[config.mk]
export PLATFORM = sky130hd
export DESIGN_NAME = alu_exec_ctl_flat
export DESIGN_NICKNAME = d
export VERILOG_FILES = /design/src/rtl/alu_exec_ctl_if.sv /design/src/rtl/alu_exec_ctl.sv /design/src/flat_wrapper.sv
export SDC_FILE = /design/constraint.sdc
export NUM_CORES = 1
export LEC_CHECK = 0
export BUFFER_PORTS_ARGS = -buffer_cell sky130_fd_sc_hd__buf_2
export CORE_MARGIN = 5
export CORE_UTILIZATION = 51
export CTS_CLUSTER_DIAMETER = 100
export DETAILED_ROUTE_END_ITERATION = 10
export GPL_TIMING_DRIVEN = 0
export PLACE_DENSITY = 0.84
export SLEW_MARGIN = 20
export SYNTH_ARGS = -nofsm -noshare
export SYNTH_HDL_FRONTEND = slang
export SYNTH_SLANG_ARGS = --single-unit
[constraint.sdc]
create_clock -name clk -period 3.22 [get_ports clk]
set_input_delay 0.322 -clock clk [delete_from_list [all_inputs] [get_ports clk]]
set_output_delay 0.322 -clock clk [all_outputs]
set_load 0.1 [all_outputs]
[src/rtl/alu_exec_ctl_if.sv]
// Bundle of the execute controller's request, ALU-side and writeback signals.
// The controller uses the slave view; the issuing side / ALU / register file
// collectively use the master view.
interface alu_exec_ctl_if;
  // Operation request from register-file read
  logic        in_valid;
  logic        in_ready;
  logic [31:0] in_a;
  logic [31:0] in_b;
  logic [7:0]  in_op;
  logic [4:0]  in_rd;
  logic [4:0]  in_rd2;
  logic        in_setf;

  // Combinational ALU operands and results
  logic [31:0] alu_a;
  logic [31:0] alu_b;
  logic [7:0]  alu_op;
  logic [31:0] alu_ql;
  logic [31:0] alu_qh;
  logic [3:0]  alu_fout;

  // Register-file write port
  logic        wb_valid;
  logic        wb_ready;
  logic [4:0]  wb_addr;
  logic [31:0] wb_data;
  logic        wb_last;

  // Architectural status
  logic [3:0]  flags;
  logic        exc_illegal;

  modport master (
    output in_valid, in_a, in_b, in_op, in_rd, in_rd2, in_setf,
    output alu_ql, alu_qh, alu_fout,
    output wb_ready,
    input  in_ready, alu_a, alu_b, alu_op,
    input  wb_valid, wb_addr, wb_data, wb_last, flags, exc_illegal
  );

  modport slave (
    input  in_valid, in_a, in_b, in_op, in_rd, in_rd2, in_setf,
    input  alu_ql, alu_qh, alu_fout,
    input  wb_ready,
    output in_ready, alu_a, alu_b, alu_op,
    output wb_valid, wb_addr, wb_data, wb_last, flags, exc_illegal
  );
endinterface

[src/rtl/alu_exec_ctl.sv]
// Execute-stage controller in front of the combinational alu32_2x2.
// Accepts one op at a time, holds the ALU operands for SETTLE_CYCLES cycles,
// captures the results and streams one or two write beats to the register file.
module alu_exec_ctl #(
  parameter int unsigned SETTLE_CYCLES = 4
) (
  input  logic           clk,
  input  logic           rst_n,
  alu_exec_ctl_if.slave  bus
);

  // Counter starts one below the budget: the capture edge itself is the last settle cycle.
  localparam logic [3:0] CNT_INIT = 4'(SETTLE_CYCLES - 1);
  localparam logic [7:0] OP_MAX   = 8'd17;
  localparam logic [7:0] OP_PAIR  = 8'd0;
  localparam logic [7:0] OP_MUL   = 8'd4;

  typedef enum logic [1:0] {
    IDLE   = 2'd0,
    SETTLE = 2'd1,
    WB_LO  = 2'd2,
    WB_HI  = 2'd3
  } state_t;

  state_t      state_q;
  logic [3:0]  cnt_q;
  logic [4:0]  rd_q;
  logic [4:0]  rd2_q;
  logic        setf_q;
  logic        dual_q;
  logic [31:0] res_hi_q;
  logic [31:0] alu_a_q;
  logic [31:0] alu_b_q;
  logic [7:0]  alu_op_q;
  logic [3:0]  flags_q;
  logic        exc_q;
  logic        wb_valid_q;
  logic [4:0]  wb_addr_q;
  logic [31:0] wb_data_q;
  logic        wb_last_q;

  assign bus.in_ready    = (state_q == IDLE);
  assign bus.alu_a       = alu_a_q;
  assign bus.alu_b       = alu_b_q;
  assign bus.alu_op      = alu_op_q;
  assign bus.flags       = flags_q;
  assign bus.exc_illegal = exc_q;
  assign bus.wb_valid    = wb_valid_q;
  assign bus.wb_addr     = wb_addr_q;
  assign bus.wb_data     = wb_data_q;
  assign bus.wb_last     = wb_last_q;

  // Control FSM with registered ALU operands, flags and writeback outputs.
  always_ff @(posedge clk or negedge rst_n) begin
    if (!rst_n) begin
      state_q    <= IDLE;
      cnt_q      <= 4'd0;
      rd_q       <= 5'd0;
      rd2_q      <= 5'd0;
      setf_q     <= 1'b0;
      dual_q     <= 1'b0;
      res_hi_q   <= 32'd0;
      alu_a_q    <= 32'd0;
      alu_b_q    <= 32'd0;
      alu_op_q   <= 8'd0;
      flags_q    <= 4'd0;
      exc_q      <= 1'b0;
      wb_valid_q <= 1'b0;
      wb_addr_q  <= 5'd0;
      wb_data_q  <= 32'd0;
      wb_last_q  <= 1'b0;
    end else begin
      // The exception flag is a pulse; it only survives a cycle if re-armed below.
      exc_q <= 1'b0;
      case (state_q)
        IDLE: begin
          if (bus.in_valid) begin
            if (bus.in_op <= OP_MAX) begin
              alu_a_q  <= bus.in_a;
              alu_b_q  <= bus.in_b;
              alu_op_q <= bus.in_op;
              rd_q     <= bus.in_rd;
              rd2_q    <= bus.in_rd2;
              setf_q   <= bus.in_setf;
              dual_q   <= (bus.in_op == OP_PAIR) || (bus.in_op == OP_MUL);
              cnt_q    <= CNT_INIT;
              state_q  <= SETTLE;
            end else begin
              // Illegal ops are consumed in place; nothing else is disturbed.
              exc_q <= 1'b1;
            end
          end
        end
        SETTLE: begin
          if (cnt_q != 4'd0) begin
            cnt_q <= cnt_q - 4'd1;
          end else begin
            res_hi_q   <= bus.alu_qh;
            if (setf_q) begin
              flags_q <= bus.alu_fout;
            end
            wb_valid_q <= 1'b1;
            wb_addr_q  <= rd_q;
            wb_data_q  <= bus.alu_ql;
            wb_last_q  <= !dual_q;
            state_q    <= WB_LO;
          end
        end
        WB_LO: begin
          if (bus.wb_ready) begin
            if (dual_q) begin
              wb_addr_q <= rd2_q;
              wb_data_q <= res_hi_q;
              wb_last_q <= 1'b1;
              state_q   <= WB_HI;
            end else begin
              wb_valid_q <= 1'b0;
              wb_addr_q  <= 5'd0;
              wb_data_q  <= 32'd0;
              wb_last_q  <= 1'b0;
              state_q    <= IDLE;
            end
          end
        end
        WB_HI: begin
          if (bus.wb_ready) begin
            wb_valid_q <= 1'b0;
            wb_addr_q  <= 5'd0;
            wb_data_q  <= 32'd0;
            wb_last_q  <= 1'b0;
            state_q    <= IDLE;
          end
        end
        default: state_q <= IDLE;
      endcase
    end
  end

endmodule
[src/flat_wrapper.sv]
// flat-port wrapper written by rule: the top's interface ports become plain ports
module alu_exec_ctl_flat 
#(
  parameter int unsigned SETTLE_CYCLES = 4
)
  (clk, rst_n, bus_in_valid, bus_in_a, bus_in_b, bus_in_op, bus_in_rd, bus_in_rd2, bus_in_setf, bus_alu_ql, bus_alu_qh, bus_alu_fout, bus_wb_ready, bus_in_ready, bus_alu_a, bus_alu_b, bus_alu_op, bus_wb_valid, bus_wb_addr, bus_wb_data, bus_wb_last, bus_flags, bus_exc_illegal);
  alu_exec_ctl_if bus_i ();
  input  logic clk;
  input  logic rst_n;
  input wire logic [$bits(bus_i.in_valid)-1:0] bus_in_valid;
  input wire logic [$bits(bus_i.in_a)-1:0] bus_in_a;
  input wire logic [$bits(bus_i.in_b)-1:0] bus_in_b;
  input wire logic [$bits(bus_i.in_op)-1:0] bus_in_op;
  input wire logic [$bits(bus_i.in_rd)-1:0] bus_in_rd;
  input wire logic [$bits(bus_i.in_rd2)-1:0] bus_in_rd2;
  input wire logic [$bits(bus_i.in_setf)-1:0] bus_in_setf;
  input wire logic [$bits(bus_i.alu_ql)-1:0] bus_alu_ql;
  input wire logic [$bits(bus_i.alu_qh)-1:0] bus_alu_qh;
  input wire logic [$bits(bus_i.alu_fout)-1:0] bus_alu_fout;
  input wire logic [$bits(bus_i.wb_ready)-1:0] bus_wb_ready;
  output wire logic [$bits(bus_i.in_ready)-1:0] bus_in_ready;
  output wire logic [$bits(bus_i.alu_a)-1:0] bus_alu_a;
  output wire logic [$bits(bus_i.alu_b)-1:0] bus_alu_b;
  output wire logic [$bits(bus_i.alu_op)-1:0] bus_alu_op;
  output wire logic [$bits(bus_i.wb_valid)-1:0] bus_wb_valid;
  output wire logic [$bits(bus_i.wb_addr)-1:0] bus_wb_addr;
  output wire logic [$bits(bus_i.wb_data)-1:0] bus_wb_data;
  output wire logic [$bits(bus_i.wb_last)-1:0] bus_wb_last;
  output wire logic [$bits(bus_i.flags)-1:0] bus_flags;
  output wire logic [$bits(bus_i.exc_illegal)-1:0] bus_exc_illegal;
  assign bus_i.in_valid = bus_in_valid;
  assign bus_i.in_a = bus_in_a;
  assign bus_i.in_b = bus_in_b;
  assign bus_i.in_op = bus_in_op;
  assign bus_i.in_rd = bus_in_rd;
  assign bus_i.in_rd2 = bus_in_rd2;
  assign bus_i.in_setf = bus_in_setf;
  assign bus_i.alu_ql = bus_alu_ql;
  assign bus_i.alu_qh = bus_alu_qh;
  assign bus_i.alu_fout = bus_alu_fout;
  assign bus_i.wb_ready = bus_wb_ready;
  assign bus_in_ready = bus_i.in_ready;
  assign bus_alu_a = bus_i.alu_a;
  assign bus_alu_b = bus_i.alu_b;
  assign bus_alu_op = bus_i.alu_op;
  assign bus_wb_valid = bus_i.wb_valid;
  assign bus_wb_addr = bus_i.wb_addr;
  assign bus_wb_data = bus_i.wb_data;
  assign bus_wb_last = bus_i.wb_last;
  assign bus_flags = bus_i.flags;
  assign bus_exc_illegal = bus_i.exc_illegal;
  alu_exec_ctl #(.SETTLE_CYCLES(SETTLE_CYCLES)) u_core (.clk(clk), .rst_n(rst_n), .bus(bus_i));
endmodule
* After elaboration in Yosys (flattened, before gate mapping)
Index checks and enable logic that the tools add are counted. W data, S select, Z words.
Operators by class: $add $sub $neg 1, $lt $le $gt $ge 1, eq/ne operators 11, mux-type cells 33, bitwise gates (word level) 1, reduce and logical (&&, ||, !) cells 14
Operators by type and width (count):
- $mux W32 | 4
- $pmux W32 S3 | 1
- $mux W5 | 4
- $pmux W5 S3 | 1
- $mux W2 | 6
- $mux W4 | 3
- $mux W1 | 10
- $ne A2 B2 Y1 const B | 5
- $reduce_and A5 Y1 | 2
- $eq A8 B3 Y1 const B | 1
- $le A8 B5 Y1 const B | 1
- $logic_not A8 Y1 | 1
- $pmux W2 S4 | 1
- $pmux W4 S2 | 1
- $reduce_and A4 Y1 | 2
- $pmux W1 S3 | 2
- $reduce_and A3 Y1 | 2
- $eq A2 B2 Y1 const B | 2
- $ne A2 B1 Y1 const B | 2
- $reduce_bool A4 Y1 | 1
- $sub A4 B1 Y4 const B | 1
- $reduce_bool A3 Y1 | 1
- $eq A2 B1 Y1 const B | 1
- $logic_not A2 Y1 | 1
- 5 further kinds | 5
Word-level totals: flip-flop bits (word level) 166, bits of input ports 155, output and inout bits 117, logic and storage cells 77

* Longest topological paths before layout
Gate-level depths: netlist of run 1.
depth in word-level cells 4, gate-level depth with buffers 9, gate-level depth less buffers 6

* Least setup slack after synthesis of run 1
No wires, ideal clock.
kind register to output, start register u_core.state_q[1], end output port bus_in_ready, arrival 1.741 ns, required time 2.898 ns, slack 1.157 ns, stages on the path, launching flop included 3, cell sequence dfrtp_1 buf_2 nor2_1
On the way: longest elaborated chain between the ends 1
Ends and longest elaborated chain:
- from (decl) | RTL line alu_exec_ctl.sv:25 | state_t state_q;
- from (signal assigned) | RTL line alu_exec_ctl.sv:56 | state_q <= IDLE;
- from (signal assigned) | RTL line alu_exec_ctl.sv:87 | state_q <= SETTLE;
- from (signal assigned) | RTL line alu_exec_ctl.sv:106 | state_q <= WB_LO;
- $logic_not A2 Y1 | RTL line alu_exec_ctl.sv:42 | assign bus.in_ready = (state_q == IDLE);
- to (decl) | RTL line flat_wrapper.sv:21 | output wire logic [$bits(bus_i.in_ready)-1:0] bus_in_ready;
No other way between the ends.

* Worst setup path in the final report of run 1
start register u_core.cnt_q[0], end register u_core.wb_data_q[16], in the netlist u_core.bus.wb_data[16]
On the way: longest elaborated chain between the ends 3
Ends and longest elaborated chain:
- from (decl) | RTL line alu_exec_ctl.sv:26 | logic [3:0] cnt_q;
- from (signal assigned) | RTL line alu_exec_ctl.sv:96 | cnt_q <= cnt_q - 4'd1;
- $reduce_bool A4 Y1 | RTL line alu_exec_ctl.sv:95 | if (cnt_q != 4'd0) begin
- $ne A2 B2 Y1 (no source line)
- $reduce_and A4 Y1 (no source line)
- to (signal assigned) | RTL line alu_exec_ctl.sv:104 | wb_data_q <= bus.alu_ql;
- to (signal assigned) | RTL line alu_exec_ctl.sv:113 | wb_data_q <= res_hi_q;
- to (decl) | RTL line alu_exec_ctl.sv:39 | logic [31:0] wb_data_q;
No other way between the ends. A chain may end at the register's enable or synchronous reset.

==> results of run 1 <==
-- layer usage --
layer | GRT usage | part of all wire | vias to the layer above
li1 | - | - | 2553
met1 | 0.265 | 0.39 | 2511
met2 | 0.385 | 0.51 | 205
met3 | 0.0780 | 0.081 | 19
met4 | 0.0748 | 0.015 | 0
met5 | 0 | 0 | -
-- cells in the final DEF (no fill, tap or decap), drive strengths merged, types with 5 or more instances in the layout --
master | synthesis | layout
nor2 | 7 | 7
and2 | 5 | 5
inv | 3 | 7
dfrtp | 166 | 166
nand2 | 243 | 243
a22o | 37 | 37
clkbuf | 14 | 33
buf | 22 | 294
mux2 | 74 | 74
-- critical path: cells and delay by family, from the launching register on --
family / cells / cell delay (ns)
buf+inv: 4 / 0.57
flops: 1 / 0.41
simple gates: 2 / 0.54
fa+ha+maj: 1 / 0.18
mux: 1 / 0.32
compound gates: 1 / 0.08
-- cells by family (layout without fill, tap and decap cells) --
group / Yosys count / after routing / share of synthesized area
flip-flops: 166 / 166 / 0.618
adder cells (fa/ha/maj): 1 / 1 / 0.00186
AND/OR/NAND/NOR: 270 / 270 / 0.158
XOR/XNOR: 2 / 2 / 0.00261
buffers and inverters: 39 / 344 / 0.0361
AO/OA/AOI/OAI: 47 / 47 / 0.0577
multiplexers: 75 / 75 / 0.125
other: 0 / 1 / 0
-- through the flow --
stage	cell area, µm²	instances	TNS (ns)	hold slack [ns]	utilization
2_1_floorplan	6720	600	0	0.0264	-
3_3_place_gp	8300	1047	-110.43	0.444	0.634
3_5_place_dp	8330	1048	0	0.297	0.637
4_1_cts	8940	1081	0	0.0807	0.683
5_1_grt	8940	1082	0	0.0822	0.684
6_report	8940	1082	0	0.100	0.684
-- flip-flops by register name, indices dropped and copies added (netlist names) --
name / count
u_core.bus.alu_a: 32
u_core.bus.alu_b: 32
u_core.bus.wb_data: 32
u_core.res_hi_q: 32
u_core.bus.alu_op: 8
u_core.bus.wb_addr: 5
u_core.rd2_q: 5
u_core.rd_q: 5
u_core.bus.flags: 4
u_core.cnt_q: 4
u_core.state_q: 2
u_core.bus.exc_illegal: 1
u_core.bus.wb_last: 1
u_core.bus.wb_valid: 1
u_core.dual_q: 1
u_core.setf_q: 1
-- timing repair --
action / CTS / global route
hold buffers: 1 / 0
endpoints found under the hold margin: 66 / 0
endpoints found under the setup margin: 0 / 0
-- final cells by class --
cell class              count  area share
well taps                 176      0.0246
flip-flops and latches    166       0.464
multi-input cells         395       0.260
clock buffers              19      0.0506
clock inverters            13      0.0162
plain buffers              36      0.0259
repair buffers            273       0.157
inverters                   3     0.00126
diodes                      1    0.000280
-- worst paths after layout --
kind | endpoint | slack (ns) | from | depth (start not counted)
setup / recovery | u_core.bus.wb_data[16]$_DFFE_PN0P_ | 1.01 | u_core.cnt_q[0]$_DFFE_PN0P_ | 9
hold / removal | u_core.bus.alu_a[25]$_DFFE_PN0P_ | 0.10 | bus_in_a[25] | 3
setup reg to reg | u_core.bus.wb_data[16]$_DFFE_PN0P_ | 1.01 | u_core.cnt_q[0]$_DFFE_PN0P_ | 9
hold reg to reg | u_core.bus.alu_a[10]$_DFFE_PN0P_ | 0.46 | u_core.bus.alu_a[10]$_DFFE_PN0P_ | 2
max in group asynchronous | u_core.bus.alu_a[22]$_DFFE_PN0P_ | 1.95 | rst_n | 3
min in group asynchronous | u_core.bus.wb_data[24]$_DFFE_PN0P_ | 0.43 | rst_n | 2
==> run_results.csv, run 1 <==
group,metric,value,unit
floorplan,initial_core_util,0.514,
sta,clock.fmax,0.452,GHz
sta,setup_viol,0,
status,status,"complete, no violations",
detailed_routing,drc,0,
detailed_routing,routed_wl,17200,µm
detailed_routing,dr.pass1.iters,4,
clock_network,path_clk_slew,0.06,ns
global_routing,grt_pass1_wl,28000,µm
detailed_routing,drt_iter0_markers,280,
yosys,yosysMostFrequentCell,"nand2_1",
detailed_routing,viasPerCell,4.89,
final_layout,syn_to_final_growth,33.1,%
sta,finalCritPeriodShare,0.687,
place,pre_cts_slack,1.00,ns
yosys,async_reset_ff_frac,1.00,
global_routing,grt_antenna_before_repair,1,
floorplan,coreArea,13100,µm²
yosys,synth_top_area_cell,"dfrtp_1",
sta,fin_ws,1.01,ns
sta,rsz0062_at_grt,"no",
clock_network,cts_buffers,17,
global_routing,track_usage,0.225,
yosys,synth_common_cells,"nand2_1 (243), dfrtp_1 (166), mux2_2 (60), a22o_1 (37)",
sta,worst_pin_slew,0.623,ns
worst_setup_path,cp_common_cell,"buf_6",
yosys,ys_types,30,
worst_setup_path,path_cells,"inv_1 -> ha_1 -> or3b_1 -> nor2b_1 -> buf_4 -> a21oi_1 -> buf_6 -> buf_6 -> mux2_1",
worst_setup_path,crit_path_end_kind,"flip-flop",
floorplan,ios,272,
clock_network,clk_path_buf_depth,2,
sta,finClkSkew,0.00702,ns
yosys,yosysSeqAreaShare,0.618,
place,gp_congestion,0.817,
clock_network,cts_root_buf,"clkbuf_16",
final_layout,fill_cells,1039,
clock_network,cts.sinks,166,
global_routing,grt_overflow,0,
floorplan,die_x,125,µm
final_layout,regArea,4150,µm²
yosys,synth_nets,756,
final_layout,drive_gt1_frac,0.427,
yosys,synthCells,600,
yosys,yosys-top-cells-area,"dfrtp_1 (62%), nand2_1 (14%), mux2_2 (10%)",
detailed_routing,via_count,5288,
min_path,min_path_type,"input port to flip-flop",
sta,slew_headroom,0.585,
floorplan,die_h,125,µm
place,portBuffers,271,
clock_network,ctsResizeCount,0,
yosys,synthFlopType,"dfrtp_1",
detailed_routing,antenna_left,0,
place,hpwl,13000,µm
yosys,synth_seq_cells,166,
worst_setup_path,worst-setup-path-type,"flip-flop to flip-flop",
sta,drv_slew,0,
worst_setup_path,cp_slowest_stage_delay,0.41,ns
floorplan,die_area,15600,µm²
clock_network,postCtsSetupBuffers,0,
sta,hold_viol_final,0,
detailed_routing,routedWlPerCell,15.9,µm
final_layout,nets,1048,
sta,min_period,2.21,ns
worst_setup_path,cp_max_fo,10,
clock_network,clk_latency,0.41,ns
yosys,synth_top_area_frac,0.618,
worst_setup_path,start_kind,"flip-flop",
clock_network,h-tree-depth,4,
yosys,synth.avg_cell_area,11.2,µm²
worst_setup_path,arrival,2.50,ns
yosys,synth_enable_flop_cells,0,
flow_run,cap_violations,0,
worst_setup_path,slowest_stage,"dfrtp_1",
clock_network,cts_tree,"yes",
yosys,ys.warnings.count,0,
final_layout,multi_input_area,2320,µm²
floorplan,core.rowCount,42,
worst_setup_path,crit_required,3.51,ns
global_routing,grt_max_degree,101,
yosys,synth_area,6720,µm²
global_routing,grt_pass1_vias,5524,
Power of run 1 is left out: the tool's default activity adds up to more than one toggle a clock period on the data nets, which glitch-free logic cannot reach.
==> inputs of run 2 (changes only) <==
CORE_UTILIZATION = 44   (was 51)
PLACE_DENSITY = 0.77   (was 0.84)
clock period = 2 ns   (was 3.22 ns; I/O delays follow)
==> run 2 against run 1 <==
Against the previous run:
- the run now ends with setup timing left
- fmax is 11% higher
- non-clock buffer count is 77 higher
- global-route usage grew 0.22 points
- first-iteration DRC count decreased by 26%
- critical path type unchanged
- flip-flop and latch count did not move
- core utilization shrank 3.3 points
- setup slack worse by 1.0 ns
- hold slack got worse by 0.087 ns
- largest cell class unchanged
- critical path depth did not move
- design area rose by 9.7%
==> run_results.csv, run 2 (same netlist as run 1, synthesis figures left out) <==
group,metric,value,unit
worst_setup_path,arrival,2.29,ns
place,hpwl,13400,µm
detailed_routing,routedWlPerCell,17.2,µm
global_routing,grt_pass1_vias,6269,
floorplan,die_h,134,µm
sta,worst_pin_slew,0.528,ns
floorplan,die_x,134,µm
sta,min_period,2.00,ns
worst_setup_path,start_kind,"flip-flop",
floorplan,initial_core_util,0.445,
status,status,"complete, but fails checks",
sta,finalCritPeriodShare,1.00,
final_layout,final_common_cell,"buf_2",
worst_setup_path,crit_required,2.29,ns
detailed_routing,dr.pass1.iters,4,
global_routing,grt_overflow,0,
clock_network,cts_root_buf,"clkbuf_16",
sta,hold_viol_final,0,
place,portBuffers,271,
final_layout,fin_util,0.650,
global_routing,grt_max_degree,100,
worst_setup_path,cp_max_fo,10,
flow_run,cap_violations,0,
clock_network,cts_tree,"yes",
detailed_routing,drt_iter0_markers,208,
final_layout,syn_to_final_growth,46.0,%
worst_setup_path,slowest_stage,"dfrtp_1",
floorplan,coreArea,15100,µm²
global_routing,track_usage,0.227,
sta,slew_headroom,0.648,
floorplan,die_area,17800,µm²
sta,drv_slew,0,
status,failed_checks,"setup timing",
place,gp_congestion,0.795,
sta,setup_viol,1,
floorplan,core.rowCount,45,
clock_network,clk_path_buf_depth,2,
clock_network,h-tree-depth,4,
clock_network,cts_buffers,17,
sta,fin_ws,-0.00136,ns
sta,whs,0.0136,ns
sta,finClkSkew,0.00704,ns
detailed_routing,routed_wl,20100,µm
global_routing,grt_pass1_wl,32100,µm
final_layout,fill_cells,1120,
clock_network,clk_latency,0.41,ns
place,dp_cells,1060,
final_layout,drive_gt1_frac,0.426,
detailed_routing,viasPerCell,4.97,
global_routing,grt_antenna_before_repair,0,
floorplan,ios,272,
detailed_routing,via_count,5795,
worst_setup_path,path_cells,"inv_2 -> ha_4 -> or3b_4 -> nor2b_1 -> buf_4 -> a21oi_2 -> buf_6 -> buf_12 -> mux2_1",
worst_setup_path,worst-setup-path-type,"flip-flop to flip-flop",
min_path,min_path_type,"input port to flip-flop",
detailed_routing,drc,0,
sta,clock.fmax,0.500,GHz
sta,rsz0062_at_grt,"yes",
worst_setup_path,cp_slowest_stage_delay,0.39,ns
clock_network,path_clk_slew,0.06,ns
final_layout,instances_no_fill,1167,
final_layout,nets,1125,
detailed_routing,antenna_left,0,
worst_setup_path,crit_path_end_kind,"flip-flop",
final_layout,antenna_cells,0,
clock_network,cts.sinks,166,
final_layout,final_cell_mix,"buf_2 (272), nand2_1 (243), dfrtp_1 (166)",
==> run 2: changes by cell type in the layout (fill, tap and decap cells not counted), sizes merged <==
| cell | delta |
|---|---|
| dlygate4sd3 | +70 |
| buf | +7 |
| inv | -3 |
| clkbuf | +2 |
| clkinvlp | -2 |
| diode | -1 |
==> run 2: critical path: cells and delay by family, from the launching register on <==
family / cells / cell delay (ns)
buffers and inverters: 4 / 0.52
and+or+nand+nor: 2 / 0.48
DFF: 1 / 0.39
muxes: 1 / 0.30
adders and majority gates: 1 / 0.13
AOI/OAI and AO/OA: 1 / 0.05
==> run 2: layer usage <==
layer / share of wire / vias up / wire length [µm] / global-route usage
li1: - / 2703 / - / -
met1: 0.38 / 2762 / 7690 / 0.260
met2: 0.50 / 287 / 9970 / 0.389
met3: 0.098 / 43 / 1960 / 0.0819
met4: 0.025 / 0 / 494 / 0.0886
met5: 0 / - / 0 / 0
==> run 2: what timing repair did <==
action | CTS | global route
buffers inserted | 8 | 0
endpoints found under the hold margin | 137 | 0
gates resized for setup | 14 | 33
hold buffers | 71 | 0
setup endpoints to repair | 150 | 150
pin swaps | 1 | 0
==> run 2: worst paths after layout <==
check	from	end	slack (ns)	cells after the start
setup / recovery	u_core.cnt_q[1]$_DFFE_PN0P_	u_core.bus.wb_data[17]$_DFFE_PN0P_	-0.001	9
hold / removal	bus_in_rd2[3]	u_core.rd2_q[3]$_DFFE_PN0P_	0.01	3
setup reg to reg	u_core.cnt_q[1]$_DFFE_PN0P_	u_core.bus.wb_data[17]$_DFFE_PN0P_	-0.001	9
max in group asynchronous	rst_n	u_core.bus.alu_op[5]$_DFFE_PN0P_	0.81	3
min in group asynchronous	rst_n	u_core.bus.wb_data[12]$_DFFE_PN0P_	0.32	2
hold reg to reg	u_core.bus.alu_a[13]$_DFFE_PN0P_	u_core.bus.alu_a[13]$_DFFE_PN0P_	0.46	2
==> run 2: final cells by class <==
| cell class | count | area, µm² | share of cell area |
|---|---|---|---|
| Buffer | 35 | 283 | 0.0288 |
| Clock buffer | 21 | 470 | 0.0479 |
| Clock inverter | 8 | 100 | 0.0102 |
| Inverter | 3 | 11.3 | 0.00115 |
| Multi-Input combinational cell | 395 | 2390 | 0.244 |
| Sequential cell | 166 | 4150 | 0.423 |
| Tap cell | 188 | 235 | 0.0240 |
| Timing Repair Buffer | 351 | 2170 | 0.221 |
==> run 2: metrics by stage <==
step	worst slack, ns	TNS (ns)	area (µm²)
after global routing	-0.0555	-1.20	9810
after global placement	-1.85	-317.89	8310
final	-0.00136	-0.00136	9810
after detailed placement	-0.198	-16.27	8350
after floorplan	0.00524	0	6720
after CTS	-0.0383	-0.426	9730
Power of run 2 is left out for the same reason.
